**src/rtl/pipeline_mem_arbiter_pkg.sv**
```systemverilog
// Shared types for the fetch/data memory arbiter: FSM states, transaction
// owner codes and default sizing.
package pipeline_mem_arbiter_pkg;

  localparam int ADDR_W_DEF     = 32;
  localparam int DATA_W_DEF     = 32;
  localparam int STARVE_MAX_DEF = 4;

  typedef enum logic [1:0] {
    ST_IDLE = 2'd0,
    ST_REQ  = 2'd1,
    ST_RESP = 2'd2
  } state_e;

  typedef enum logic [1:0] {
    OWN_NONE = 2'd0,
    OWN_IF   = 2'd1,
    OWN_DM   = 2'd2
  } owner_e;

  // True when 'who' owns a transaction that is still in flight.
  function automatic logic owns_txn(input state_e st, input owner_e own, input owner_e who);
    return (st != ST_IDLE) && (own == who);
  endfunction

endpackage

```
**src/rtl/pipeline_mem_arbiter_if.sv**
```systemverilog
// Bundle of the fetch, data and memory-port signals around the arbiter.
// slave: the arbiter's view. master: the view of the surrounding pipeline/memory.
interface pipeline_mem_arbiter_if #(
  parameter int ADDR_W = 32,
  parameter int DATA_W = 32
);

  // fetch side
  logic                  if_req_i;
  logic [ADDR_W-1:0]     if_addr_i;
  logic                  if_gnt_o;
  logic                  if_rvalid_o;
  logic [DATA_W-1:0]     if_rdata_o;
  // data side
  logic                  dm_req_i;
  logic                  dm_we_i;
  logic [DATA_W/8-1:0]   dm_be_i;
  logic [ADDR_W-1:0]     dm_addr_i;
  logic [DATA_W-1:0]     dm_wdata_i;
  logic                  dm_gnt_o;
  logic                  dm_rvalid_o;
  logic [DATA_W-1:0]     dm_rdata_o;
  // memory port
  logic                  mem_req_o;
  logic                  mem_we_o;
  logic [DATA_W/8-1:0]   mem_be_o;
  logic [ADDR_W-1:0]     mem_addr_o;
  logic [DATA_W-1:0]     mem_wdata_o;
  logic                  mem_gnt_i;
  logic                  mem_rvalid_i;
  logic [DATA_W-1:0]     mem_rdata_i;
  // status
  logic                  protocol_err_o;

  modport slave (
    input  if_req_i, if_addr_i,
    output if_gnt_o, if_rvalid_o, if_rdata_o,
    input  dm_req_i, dm_we_i, dm_be_i, dm_addr_i, dm_wdata_i,
    output dm_gnt_o, dm_rvalid_o, dm_rdata_o,
    output mem_req_o, mem_we_o, mem_be_o, mem_addr_o, mem_wdata_o,
    input  mem_gnt_i, mem_rvalid_i, mem_rdata_i,
    output protocol_err_o
  );

  modport master (
    output if_req_i, if_addr_i,
    input  if_gnt_o, if_rvalid_o, if_rdata_o,
    output dm_req_i, dm_we_i, dm_be_i, dm_addr_i, dm_wdata_i,
    input  dm_gnt_o, dm_rvalid_o, dm_rdata_o,
    input  mem_req_o, mem_we_o, mem_be_o, mem_addr_o, mem_wdata_o,
    output mem_gnt_i, mem_rvalid_i, mem_rdata_i,
    input  protocol_err_o
  );

endinterface

```
**src/rtl/pipeline_mem_arbiter_arb_select.sv**
```systemverilog
// Priority pick between fetch and data requests. Data normally wins, but
// after STARVE_MAX consecutive data grants against a waiting fetch, fetch
// is forced through once.
module arb_select
  import pipeline_mem_arbiter_pkg::*;
#(
  parameter int STARVE_MAX = STARVE_MAX_DEF
) (
  input  logic clk_i,
  input  logic reset_i,
  input  logic if_req,
  input  logic dm_req,
  input  logic idle,
  output logic pick_if,
  output logic pick_dm
);

  // Width sized so the counter can hold STARVE_MAX itself (and stays >= 1 bit).
  localparam int CNT_W = $clog2(STARVE_MAX + 2);
  localparam logic [CNT_W-1:0] CNT_MAX = CNT_W'(STARVE_MAX);

  logic [CNT_W-1:0] starve_cnt_r;

  // Grant selection; only offered while the arbiter is idle.
  always_comb begin
    pick_if = 1'b0;
    pick_dm = 1'b0;
    if (idle) begin
      if (dm_req && (!if_req || (starve_cnt_r < CNT_MAX))) begin
        pick_dm = 1'b1;
      end else if (if_req) begin
        pick_if = 1'b1;
      end else begin
        pick_if = 1'b0;
      end
    end else begin
      pick_dm = 1'b0;
    end
  end

  // Count data grants that bypass a waiting fetch; saturate at STARVE_MAX.
  always_ff @(posedge clk_i) begin
    if (reset_i) begin
      starve_cnt_r <= {CNT_W{1'b0}};
    end else if (!if_req || pick_if) begin
      starve_cnt_r <= {CNT_W{1'b0}};
    end else if (pick_dm && (starve_cnt_r != CNT_MAX)) begin
      starve_cnt_r <= starve_cnt_r + {{(CNT_W-1){1'b0}}, 1'b1};
    end else begin
      starve_cnt_r <= starve_cnt_r;
    end
  end

endmodule

```
**src/rtl/pipeline_mem_arbiter.sv**
```systemverilog
// Shares one single-port memory between instruction fetch and the memory
// stage. One transaction in flight at a time: IDLE grants and captures the
// request, REQ presents it until the memory accepts, RESP waits for the
// response, which is routed back to whichever side issued it.
module pipeline_mem_arbiter
  import pipeline_mem_arbiter_pkg::*;
#(
  parameter int ADDR_W     = ADDR_W_DEF,
  parameter int DATA_W     = DATA_W_DEF,
  parameter int STARVE_MAX = STARVE_MAX_DEF
) (
  input  logic                   clk_i,
  input  logic                   reset_i,
  pipeline_mem_arbiter_if.slave  bus
);

  localparam int BE_W = DATA_W / 8;

  state_e              state_r;
  state_e              state_n;
  owner_e              owner_r;
  logic                mem_req_r;
  logic                mem_we_r;
  logic [BE_W-1:0]     mem_be_r;
  logic [ADDR_W-1:0]   mem_addr_r;
  logic [DATA_W-1:0]   mem_wdata_r;
  logic                protocol_err_r;
  logic                pick_if_s;
  logic                pick_dm_s;
  logic                idle_s;
  logic                if_owns_s;
  logic                dm_owns_s;

  // Grants are withheld while reset is asserted so every output reads 0.
  assign idle_s = (state_r == ST_IDLE) && !reset_i;

  arb_select #(
    .STARVE_MAX (STARVE_MAX)
  ) u_arb_select (
    .clk_i   (clk_i),
    .reset_i (reset_i),
    .if_req  (bus.if_req_i),
    .dm_req  (bus.dm_req_i),
    .idle    (idle_s),
    .pick_if (pick_if_s),
    .pick_dm (pick_dm_s)
  );

  // Next-state logic for the single-outstanding transaction sequence.
  always_comb begin
    state_n = state_r;
    case (state_r)
      ST_IDLE: begin
        if (pick_if_s || pick_dm_s) begin
          state_n = ST_REQ;
        end else begin
          state_n = ST_IDLE;
        end
      end
      ST_REQ: begin
        if (bus.mem_gnt_i) begin
          state_n = bus.mem_rvalid_i ? ST_IDLE : ST_RESP;
        end else begin
          state_n = ST_REQ;
        end
      end
      ST_RESP: begin
        if (bus.mem_rvalid_i) begin
          state_n = ST_IDLE;
        end else begin
          state_n = ST_RESP;
        end
      end
      default: begin
        state_n = ST_IDLE;
      end
    endcase
  end

  // FSM state register.
  always_ff @(posedge clk_i) begin
    if (reset_i) begin
      state_r <= ST_IDLE;
    end else begin
      state_r <= state_n;
    end
  end

  // Capture the granted request and its owner; fields stay frozen until the next grant.
  always_ff @(posedge clk_i) begin
    if (reset_i) begin
      owner_r     <= OWN_NONE;
      mem_req_r   <= 1'b0;
      mem_we_r    <= 1'b0;
      mem_be_r    <= {BE_W{1'b0}};
      mem_addr_r  <= {ADDR_W{1'b0}};
      mem_wdata_r <= {DATA_W{1'b0}};
    end else begin
      mem_req_r <= (state_n == ST_REQ);
      if (pick_dm_s) begin
        owner_r     <= OWN_DM;
        mem_we_r    <= bus.dm_we_i;
        mem_be_r    <= bus.dm_be_i;
        mem_addr_r  <= bus.dm_addr_i;
        mem_wdata_r <= bus.dm_wdata_i;
      end else if (pick_if_s) begin
        owner_r     <= OWN_IF;
        mem_we_r    <= 1'b0;
        mem_be_r    <= {BE_W{1'b1}};
        mem_addr_r  <= bus.if_addr_i;
        mem_wdata_r <= {DATA_W{1'b0}};
      end else if (state_n == ST_IDLE) begin
        owner_r <= OWN_NONE;
      end else begin
        owner_r <= owner_r;
      end
    end
  end

  // Sticky flag for a memory response arriving with nothing outstanding.
  always_ff @(posedge clk_i) begin
    if (reset_i) begin
      protocol_err_r <= 1'b0;
    end else if ((state_r == ST_IDLE) && bus.mem_rvalid_i) begin
      protocol_err_r <= 1'b1;
    end else begin
      protocol_err_r <= protocol_err_r;
    end
  end

  assign if_owns_s = owns_txn(state_r, owner_r, OWN_IF);
  assign dm_owns_s = owns_txn(state_r, owner_r, OWN_DM);

  assign bus.if_gnt_o       = pick_if_s;
  assign bus.dm_gnt_o       = pick_dm_s;
  assign bus.if_rvalid_o    = bus.mem_rvalid_i && if_owns_s;
  assign bus.dm_rvalid_o    = bus.mem_rvalid_i && dm_owns_s;
  assign bus.if_rdata_o     = if_owns_s ? bus.mem_rdata_i : {DATA_W{1'b0}};
  assign bus.dm_rdata_o     = dm_owns_s ? bus.mem_rdata_i : {DATA_W{1'b0}};
  assign bus.mem_req_o      = mem_req_r;
  assign bus.mem_we_o       = mem_we_r;
  assign bus.mem_be_o       = mem_be_r;
  assign bus.mem_addr_o     = mem_addr_r;
  assign bus.mem_wdata_o    = mem_wdata_r;
  assign bus.protocol_err_o = protocol_err_r;

endmodule

```
**src/flat_wrapper.sv**
```systemverilog
// flat-port wrapper written by rule: the top's interface ports become plain ports
module pipeline_mem_arbiter_flat import pipeline_mem_arbiter_pkg::*;
#(
  parameter int ADDR_W     = ADDR_W_DEF,
  parameter int DATA_W     = DATA_W_DEF,
  parameter int STARVE_MAX = STARVE_MAX_DEF
)
  (clk_i, reset_i, bus_if_req_i, bus_if_addr_i, bus_if_gnt_o, bus_if_rvalid_o, bus_if_rdata_o, bus_dm_req_i, bus_dm_we_i, bus_dm_be_i, bus_dm_addr_i, bus_dm_wdata_i, bus_dm_gnt_o, bus_dm_rvalid_o, bus_dm_rdata_o, bus_mem_req_o, bus_mem_we_o, bus_mem_be_o, bus_mem_addr_o, bus_mem_wdata_o, bus_mem_gnt_i, bus_mem_rvalid_i, bus_mem_rdata_i, bus_protocol_err_o);
  pipeline_mem_arbiter_if #(.ADDR_W(ADDR_W), .DATA_W(DATA_W)) bus_i ();
  input  logic clk_i;
  input  logic reset_i;
  input wire logic [$bits(bus_i.if_req_i)-1:0] bus_if_req_i;
  input wire logic [$bits(bus_i.if_addr_i)-1:0] bus_if_addr_i;
  output wire logic [$bits(bus_i.if_gnt_o)-1:0] bus_if_gnt_o;
  output wire logic [$bits(bus_i.if_rvalid_o)-1:0] bus_if_rvalid_o;
  output wire logic [$bits(bus_i.if_rdata_o)-1:0] bus_if_rdata_o;
  input wire logic [$bits(bus_i.dm_req_i)-1:0] bus_dm_req_i;
  input wire logic [$bits(bus_i.dm_we_i)-1:0] bus_dm_we_i;
  input wire logic [$bits(bus_i.dm_be_i)-1:0] bus_dm_be_i;
  input wire logic [$bits(bus_i.dm_addr_i)-1:0] bus_dm_addr_i;
  input wire logic [$bits(bus_i.dm_wdata_i)-1:0] bus_dm_wdata_i;
  output wire logic [$bits(bus_i.dm_gnt_o)-1:0] bus_dm_gnt_o;
  output wire logic [$bits(bus_i.dm_rvalid_o)-1:0] bus_dm_rvalid_o;
  output wire logic [$bits(bus_i.dm_rdata_o)-1:0] bus_dm_rdata_o;
  output wire logic [$bits(bus_i.mem_req_o)-1:0] bus_mem_req_o;
  output wire logic [$bits(bus_i.mem_we_o)-1:0] bus_mem_we_o;
  output wire logic [$bits(bus_i.mem_be_o)-1:0] bus_mem_be_o;
  output wire logic [$bits(bus_i.mem_addr_o)-1:0] bus_mem_addr_o;
  output wire logic [$bits(bus_i.mem_wdata_o)-1:0] bus_mem_wdata_o;
  input wire logic [$bits(bus_i.mem_gnt_i)-1:0] bus_mem_gnt_i;
  input wire logic [$bits(bus_i.mem_rvalid_i)-1:0] bus_mem_rvalid_i;
  input wire logic [$bits(bus_i.mem_rdata_i)-1:0] bus_mem_rdata_i;
  output wire logic [$bits(bus_i.protocol_err_o)-1:0] bus_protocol_err_o;
  assign bus_i.if_req_i = bus_if_req_i;
  assign bus_i.if_addr_i = bus_if_addr_i;
  assign bus_if_gnt_o = bus_i.if_gnt_o;
  assign bus_if_rvalid_o = bus_i.if_rvalid_o;
  assign bus_if_rdata_o = bus_i.if_rdata_o;
  assign bus_i.dm_req_i = bus_dm_req_i;
  assign bus_i.dm_we_i = bus_dm_we_i;
  assign bus_i.dm_be_i = bus_dm_be_i;
  assign bus_i.dm_addr_i = bus_dm_addr_i;
  assign bus_i.dm_wdata_i = bus_dm_wdata_i;
  assign bus_dm_gnt_o = bus_i.dm_gnt_o;
  assign bus_dm_rvalid_o = bus_i.dm_rvalid_o;
  assign bus_dm_rdata_o = bus_i.dm_rdata_o;
  assign bus_mem_req_o = bus_i.mem_req_o;
  assign bus_mem_we_o = bus_i.mem_we_o;
  assign bus_mem_be_o = bus_i.mem_be_o;
  assign bus_mem_addr_o = bus_i.mem_addr_o;
  assign bus_mem_wdata_o = bus_i.mem_wdata_o;
  assign bus_i.mem_gnt_i = bus_mem_gnt_i;
  assign bus_i.mem_rvalid_i = bus_mem_rvalid_i;
  assign bus_i.mem_rdata_i = bus_mem_rdata_i;
  assign bus_protocol_err_o = bus_i.protocol_err_o;
  pipeline_mem_arbiter #(.ADDR_W(ADDR_W), .DATA_W(DATA_W), .STARVE_MAX(STARVE_MAX)) u_core (.clk_i(clk_i), .reset_i(reset_i), .bus(bus_i));
endmodule
```
**config.mk**
```make
export PLATFORM = sky130hd
export DESIGN_NAME = pipeline_mem_arbiter_flat
export DESIGN_NICKNAME = d
export VERILOG_FILES = /design/src/rtl/pipeline_mem_arbiter_pkg.sv /design/src/rtl/pipeline_mem_arbiter_if.sv /design/src/rtl/pipeline_mem_arbiter_arb_select.sv /design/src/rtl/pipeline_mem_arbiter.sv /design/src/flat_wrapper.sv
export SDC_FILE = /design/constraint.sdc
export NUM_CORES = 1
export LEC_CHECK = 0
export CAP_MARGIN = 20
export CORE_AREA = 2 2 107 109
export DETAILED_ROUTE_END_ITERATION = 10
export DIE_AREA = 0 0 109 111
export MAX_ROUTING_LAYER = met4
export PLACE_DENSITY = 0.81
export SYNTH_ARGS = -nofsm -noshare
export SYNTH_HDL_FRONTEND = slang
export SYNTH_SLANG_ARGS = --single-unit
```
**constraint.sdc**
```tcl
create_clock -name clk_i -period 2.75 [get_ports clk_i]
set_clock_uncertainty 0.1 [all_clocks]
set_input_delay 0.4125 -clock clk_i [delete_from_list [all_inputs] [get_ports clk_i]]
set_output_delay 0.4125 -clock clk_i [all_outputs]
set_load 0.01 [all_outputs]
```
# Word level (Yosys, flattened, before mapping)
# Index checks and enable logic that the tools add are counted.
[word_totals]
in_bits = 139
wordCells = 61
out_inout_bits = 139
regBits = 78
[classes]
eq_ne = 6
add_sub_neg = 1
n_mux = 22
magnitude_cmp = 1
reduce_logical = 21
[ops]
columns = ["op", "n"]
rows = [
  ["$mux 32", 6],
  ["$mux 2", 5],
  ["$logic_and 1x1->1", 8],
  ["$mux 1", 8],
  ["$mux 4", 2],
  ["$eq 2x1->1 const B", 3],
  ["$pmux 2 s3", 1],
  ["$reduce_bool 2->1", 3],
  ["$eq 2x2->1 const B", 2],
  ["$logic_not 2->1", 2],
  ["$reduce_or 2->1", 2],
  ["$add 3x1->3 const B", 1],
  ["$logic_or 1x1->1", 3],
  ["$lt 3x3->1 const B", 1],
  ["$ne 3x3->1 const B", 1],
  ["$reduce_bool 3->1", 1],
  ["$logic_not 1->1", 2],
]

# Depth between registers and ports, before layout
# Gate-level depths: netlist of the first run.
[depth]
ltp_word = 12
depth_mapped = 6
depth_no_buf = 4

# Hierarchy
# From an unflattened synthesis of the first run, not the netlist that was laid out.
[unflattened]
cells_unflattened = 426
hier_area_um2 = 3593.4
[by_module_without_submodules]
columns = ["mod", "area_per_inst_um2", "cells_per_inst", "seq_area_each_um2", "n_inst"]
rows = [
  ["pipeline_mem_arbiter", 3398.3, 403, 1501.4, 1],
  ["arb_select", 195.2, 23, 60.1, 1],
]

# Worst setup path after synthesis of the first run
# No wires, ideal clock.
[synth_timing]
path_kind = "input-to-output"
startpoint = "input reset_i"
endpoint = "output bus_dm_gnt_o"
t_required_ns = 2.237
path_stages = 4
path_buffers = 1
slack_ns = 0.718
arrival_ns = 1.519
path_cell_list = "or4b_4 -> or2_1 -> clkinv_1 -> buf_2"
[synth_via]
elab_chain_cells = 3
[synth_rtl]
columns = ["item", "line", "text"]
rows = [
  ["start, declared", "flat_wrapper.sv:11", "input logic reset_i;"],
  ["$logic_not 1->1", "pipeline_mem_arbiter.sv:35", "assign idle_s = (state_r == ST_IDLE) && !reset_i;"],
  ["$logic_and 1x1->1", "pipeline_mem_arbiter.sv:35", ""],
  ["$mux 1", "pipeline_mem_arbiter_arb_select.sv:28", "if (idle) begin"],
  ["end, declared", "flat_wrapper.sv:22", "output wire logic [$bits(bus_i.dm_gnt_o)-1:0] bus_dm_gnt_o;"],
]
# No other way between the ends.

# Final worst setup path of the first run
[layout_timing]
startpoint = "register u_core.state_r[0]"
endpoint = "output bus_if_rdata_o[29]"
[layout_via]
elab_chain_cells = 3
[layout_rtl]
columns = ["item", "line", "text"]
rows = [
  ["start, declared", "pipeline_mem_arbiter.sv:19", "state_e state_r;"],
  ["start signal, assigned", "pipeline_mem_arbiter.sv:85", "state_r <= state_n;"],
  ["$reduce_bool 2->1", "pipeline_mem_arbiter_pkg.sv:23", "return (st != ST_IDLE) && (own == who);"],
  ["$logic_and 1x1->1", "pipeline_mem_arbiter_pkg.sv:23", ""],
  ["$mux 32", "pipeline_mem_arbiter.sv:138", "assign bus.if_rdata_o = if_owns_s ? bus.mem_rdata_i : {DATA_W{1'b0}};"],
  ["end, declared", "flat_wrapper.sv:16", "output wire logic [$bits(bus_i.if_rdata_o)-1:0] bus_if_rdata_o;"],
]
# No other way between the ends.

==> reports/metrics.yaml, run 1 <==
outcome: "finished clean"
synth_top_cell_by_area: "dfxtp_1"
post_cts_buffers: 0
p_leak_nw: 2.45
start_util_pct: 33.9
stdcell_area_sq_um: 6940
setup_violations: 0
cts_buffers: 9
synth_fp_nets: 555
seq_area_sq_um: 1560
rows: 39
synth_area_sq_um: 3760
holdWs_ps: 373
die_h_microns: 111
fin_ws_ps: 122
fillers: 921
final_hold_viol_count: 0
finalCritPeriodShare_pct: 95.6
grt_overflow_total: 0
ioPinCount: 278
h-tree-depth: 3
wl_per_cell_microns: 20.0
grt_pass1_vias: 4501
synth_most_common_cell: "dfxtp_1"
syn-mean-instance-area_sq_um: 9.08
critPathKind: "reg -> out"
yosys.area.top_type_share_pct: 41.5
dieArea_sq_um: 12100
critPathBufInv: 2
via_per_inst: 5.57
slowest_delay_ps: 590
ys_warn_count: 0
drtAntennaViolNets: 0
slew_headroom_pct: 47.5
synth-seq-area-share_pct: 41.5
crit_fanout: 33
routed_wl_mm: 16.4
netlist-cell-type-count: 30
cp_cell_sequence: "nor2_4 -> nor3_2 -> buf_4 -> and2_1 -> clkdlybuf4s50_1"
hold_path_class: "reg -> reg"
end_kind: "output port"
numClockSinks: 78
rsz0062_at_grt: "false"
synth_common_cells: "dfxtp_1 (78), and2_1 (67), clkbuf_1 (43)"
synth_flop_cell: "dfxtp_1"
portBuffers: 277
ctsHoldBuffers: 0
die_w_microns: 109
clock-root-buffer: "clkbuf_16"
peakVddDrop_mv: 0.340
fmax_mhz: 380
slew_violations: 0
worst_pin_slew_ps: 787
synth_edf_count: 0
gp_congestion: 0.880
synth_cells: 414
pre_cts_ws_ps: -16.5
antenna_found_initial: 3
cp-start-kind: "flop"
finalPower_w: 0.00328
syn_to_final_growth_pct: 84.6
dpl_cell_area_sq_um: 6630
drv_cap: 0
synth-async-reset-ratio_pct: 0
grt_pass1_wl_mm: 24.6
layout.nets: 806
drtIter0Drc: 402
drt_first_pass_iters: 5
crit_slowest_cell: "clkdlybuf4s50_1"
critPathTopFamily: "buffers and inverters"
ys_seq_elements: 78
hpwl_mm: 11.8
drc: 0
place_inst: 797
clock_latency_ps: 340
grt_start_max_net_pins: 47
cts_tree: "built"
vias: 4547
cp.required_ps: 2240
multi_input_area_sq_um: 1950
grtUsageTotal_pct: 26.8
drive_gt1_share_pct: 6.42
clk_pin_slew_ps: 60
core_area_sq_um: 11100
final_cells: 816
power_density_nw_per_um2: 472
synth_area_leaders: "dfxtp_1 (42%), and2_1 (11%), a311oi_1 (8.4%)"
fin_crit_ps: 2630
clockBufferDepth: 2
crit_arrival_ps: 2120
-- flip-flops by register name (all words and copies together) (netlist names) --
signal / flops
u_core.bus.mem_we_o: 1
u_core.state_r: 2
u_core.bus.protocol_err_o: 1
u_core.bus.mem_wdata_o: 32
u_core.u_arb_select.starve_cnt_r: 3
u_core.owner_r: 2
u_core.bus.mem_be_o: 4
u_core.bus.mem_req_o: 1
u_core.bus.mem_addr_o: 32
-- routing by layer --
layer	track usage [%]	vias up	part of all wire, %
met3	4.64	32	7.4
met4	13.1	0	3.2
met2	45.8	266	53
met5	-	-	0
met1	29.6	2163	37
li1	-	2086	-
-- through the flow --
step / setup TNS [ps] / util, %
2_1_floorplan: 0 / -
3_3_place_gp: 0 / 59.8
3_5_place_dp: -16.5 / 59.8
4_1_cts: 0 / 62.6
5_1_grt: 0 / 62.7
6_report: 0 / 62.7
-- cell type report --
cell class                 count  area share [%]
clock inverter                 7            1.15
clock buffer                   9            3.24
timing repair buffer         292            41.7
antenna                        3           0.108
tap                          143            2.58
multi-input combinational    274            28.2
inverter                      10           0.541
sequential                    78            22.5
-- kinds of logic after synthesis --
family / synth area share, %
multiplexers: 0.799
adder cells (fa/ha/maj): 0.665
buffers and inverters: 7.32
AND/OR/NAND/NOR: 24.1
AO/OA/AOI/OAI: 25.6
flip-flops: 41.5
-- what timing repair did --
item,in CTS,in global routing
cloned,0,0
resized for setup,1,1
setup endpoints to repair,1,1
-- path summary, 6_finish.rpt --
kind / cells after the start / slack, ps / start / end
max reg2reg: 4 / 660 / u_core.state_r[0] / u_core.u_arb_select.starve_cnt_r[0]
min: 1 / 370 / u_core.bus.mem_wdata_o[12] / u_core.bus.mem_wdata_o[12]
max: 5 / 120 / u_core.state_r[0] / bus_if_rdata_o[29]
min reg2reg: 1 / 370 / u_core.bus.mem_wdata_o[12] / u_core.bus.mem_wdata_o[12]
-- power breakdown --
group | switching [W] | internal [W]
clock network | 0.000521 | 0.000718
logic | 0.000334 | 0.000442
registers | 0.0000496 | 0.00121
total | 0.000904 | 0.00237
-- layout by cell type, fill, tap and decap left out, types with 2 or more instances in the layout --
cell type	instances
clkdlybuf4s50_1	275
dfxtp_1	78
and2_1	67
nor3_1	37
a311oi_1	36
a22o_1	33
o31ai_1	32
nand4_1	32
buf_4	13
inv_1	9
clkbuf_16	9
o211ai_1	5
diode_2	3
mux2i_1	3
inv_6	3
nand2b_1	2
nand3_1	2
nor3_2	2
or2_2	2
nor2_1	2
a2111oi_0	2
o41ai_1	2
ha_1	2
No activity file was read; power rests on OpenSTA's default activity.
==> inputs of run 2 (changes only) <==
--- a/config.mk
+++ b/config.mk
@@ -6,11 +6,9 @@
 export NUM_CORES = 1
 export LEC_CHECK = 0
 export CAP_MARGIN = 20
-export CORE_AREA = 2 2 107 109
+export CORE_UTILIZATION = 25
 export DETAILED_ROUTE_END_ITERATION = 10
-export DIE_AREA = 0 0 109 111
 export MAX_ROUTING_LAYER = met4
-export PLACE_DENSITY = 0.81
 export SYNTH_ARGS = -nofsm -noshare
 export SYNTH_HDL_FRONTEND = slang
 export SYNTH_SLANG_ARGS = --single-unit
==> run 2 against run 1 <==
Compared with the run above: sequential share of layout area is 0.061 points lower; sequential power barely moved; power down 2.2%; core utilization decreased by 15 points; maximum frequency is 3.4% higher; worst setup slack improved by 86 ps; largest cell class unchanged; critical endpoint is now bus_dm_rdata_o[27]; first-iteration DRC count decreased by 38%; via count down 1.9%.
==> reports/metrics.yaml, run 2 (synthesized netlist as in run 1, its figures left out) <==
dieArea_sq_um: 15500  # +28%
final_cells: 856  # +4.9%
layout.nets: 808  # +0.25%
final_util_pct: 47.8  # -15 points
fmax_mhz: 393  # +3.4%
drtIter0Drc: 251  # -38%
drtAntennaViolNets: 0  # unchanged
ctsHoldBuffers: 0  # unchanged
slew_violations: 0  # unchanged
cts_buffers: 9  # unchanged
critPathKind: "reg -> out"
end_kind: "output port"
rsz0062_at_grt: "false"
power.share.switching_pct: 28.7  # +1.1 points
grt_pass1_vias: 4456  # -1.0%
ioPinCount: 278  # unchanged
clock-root-buffer: "clkbuf_16"
dpl_cell_area_sq_um: 6670  # +0.74%
core_area_sq_um: 14600  # +32%
rows: 44  # +13%
slowest_delay_ps: 510  # -80 ps
crit_arrival_ps: 2030  # -90 ps
clk_pin_slew_ps: 70  # about the same
die_h_microns: 125  # +12%
gp_congestion: 0.820  # -6.9%
diodes: 0  # -3
pwr-share-comb_pct: 24.2  # +0.5 points
finalCritPeriodShare_pct: 92.5  # -3.1 points
fillers: 1405  # +53%
fin_crit_ps: 2540  # -85.7 ps
grt_pass1_wl_mm: 24.9  # +1.3%
crit_slowest_cell: "clkdlybuf4s50_1"
antenna_found_initial: 0  # -3
finalPower_w: 0.00320  # -2.2%
portBuffers: 277  # unchanged
via_per_inst: 5.21  # -6.5%
drt_first_pass_iters: 6  # +1
holdWs_ps: 374  # +0.906 ps
final_common_cell: "clkdlybuf4s50_1"
vias: 4462  # -1.9%
setup_violations: 0  # unchanged
grtUsageTotal_pct: 20.7  # -6.1 points
final_cell_mix: "clkdlybuf4s50_1 (275), dfxtp_1 (76), and2_1 (67), nor3_1 (37), a311oi_1 (36)"
routed_wl_mm: 16.2  # -1.1%
grt_start_max_net_pins: 47  # unchanged
clockBufferDepth: 2  # unchanged
post_cts_buffers: 0  # unchanged
p_clk_share_pct: 36.5  # -1.3 points
wl_per_cell_microns: 18.9  # -5.7%
power_density_nw_per_um2: 460  # -2.6%
critPathTopFamily: "buffers and inverters"
place_inst: 840  # +5.4%
p_sw_w: 0.000919  # +1.6%
start_util_pct: 25.8  # -8.2 points
intPower_w: 0.00229  # -3.6%
cts_tree: "built"
hpwl_mm: 11.3  # -4.6%
slew_headroom_pct: 46.9  # -0.63 points
worst_pin_slew_ps: 797  # +9.40 ps
grt_overflow_total: 0  # unchanged
outcome: "finished clean"
drc: 0  # unchanged
numClockSinks: 78  # unchanged
clock_latency_ps: 340  # about the same
critPathBufInv: 2  # unchanged
die_w_microns: 125  # +14%
crit_fanout: 33  # unchanged
syn_to_final_growth_pct: 85.4
cp-start-kind: "flop"
drv_cap: 0  # unchanged
p_seq_share_pct: 39.3  # +0.8 points
cp.required_ps: 2240  # about the same
cp_cell_sequence: "nor2_4 -> nor3_2 -> buf_6 -> and2_1 -> clkdlybuf4s50_1"
p_leak_nw: 2.44  # -0.39%
stdcell_area_sq_um: 6970  # +0.43%
hold_path_class: "reg -> reg"
peakVddDrop_mv: 0.284  # -17%
h-tree-depth: 3  # unchanged
drive_gt1_share_pct: 6.99  # +0.58 points
final_hold_viol_count: 0  # unchanged
run 2: final timing paths:
check / from / slack [ps] / to / cells after the start
setup / recovery: u_core.state_r[0] / 210 / bus_dm_rdata_o[27] / 5
hold / removal: u_core.bus.mem_wdata_o[4] / 370 / u_core.bus.mem_wdata_o[4] / 1
setup reg to reg: u_core.state_r[0] / 690 / u_core.u_arb_select.starve_cnt_r[0] / 4
hold reg to reg: u_core.bus.mem_wdata_o[4] / 370 / u_core.bus.mem_wdata_o[4] / 1
run 2: routing by layer:
metal  part of all wire [%]  global-route usage, %
met3                    7.0                   5.88
met1                     40                   22.7
met5                      0                      -
met4                    1.5                   5.17
met2                     52                   36.6
run 2: cell type report:
type                       count  area (sq um)  share of cell area [%]
timing repair buffer         294          2900                    41.6
multi-input combinational    274          1950                    28.0
sequential                    78          1560                    22.4
tap                          184           230                    3.30
clock buffer                   9           225                    3.23
clock inverter                 7          62.6                   0.898
inverter                      10          37.5                   0.539
run 2: metrics by stage:
stage	setup WS (ps)	TNS, ps
2_1_floorplan	718	0
3_3_place_gp	-49.6	-49.6
3_5_place_dp	-86.4	-86.4
4_1_cts	38.7	0
5_1_grt	87.1	0
6_report	207	0
run 2: timing repair:
action | CTS | global route
setup endpoints to repair | 2 | 32
endpoints found under the hold margin | 0 | 0
resized for setup | 2 | 3
run 2: power by group through the flow:
stage	Clock [W]	Sequential (W)	Combinational, W
final	0.00117	0.00126	0.000776
after global routing	0.00125	0.00127	0.000824
after CTS	0.00121	0.00126	0.000781
after detailed placement	0	0.00128	0.000777
after global placement	0	0.00128	0.000765
after floorplan	0	0.00131	0.000258
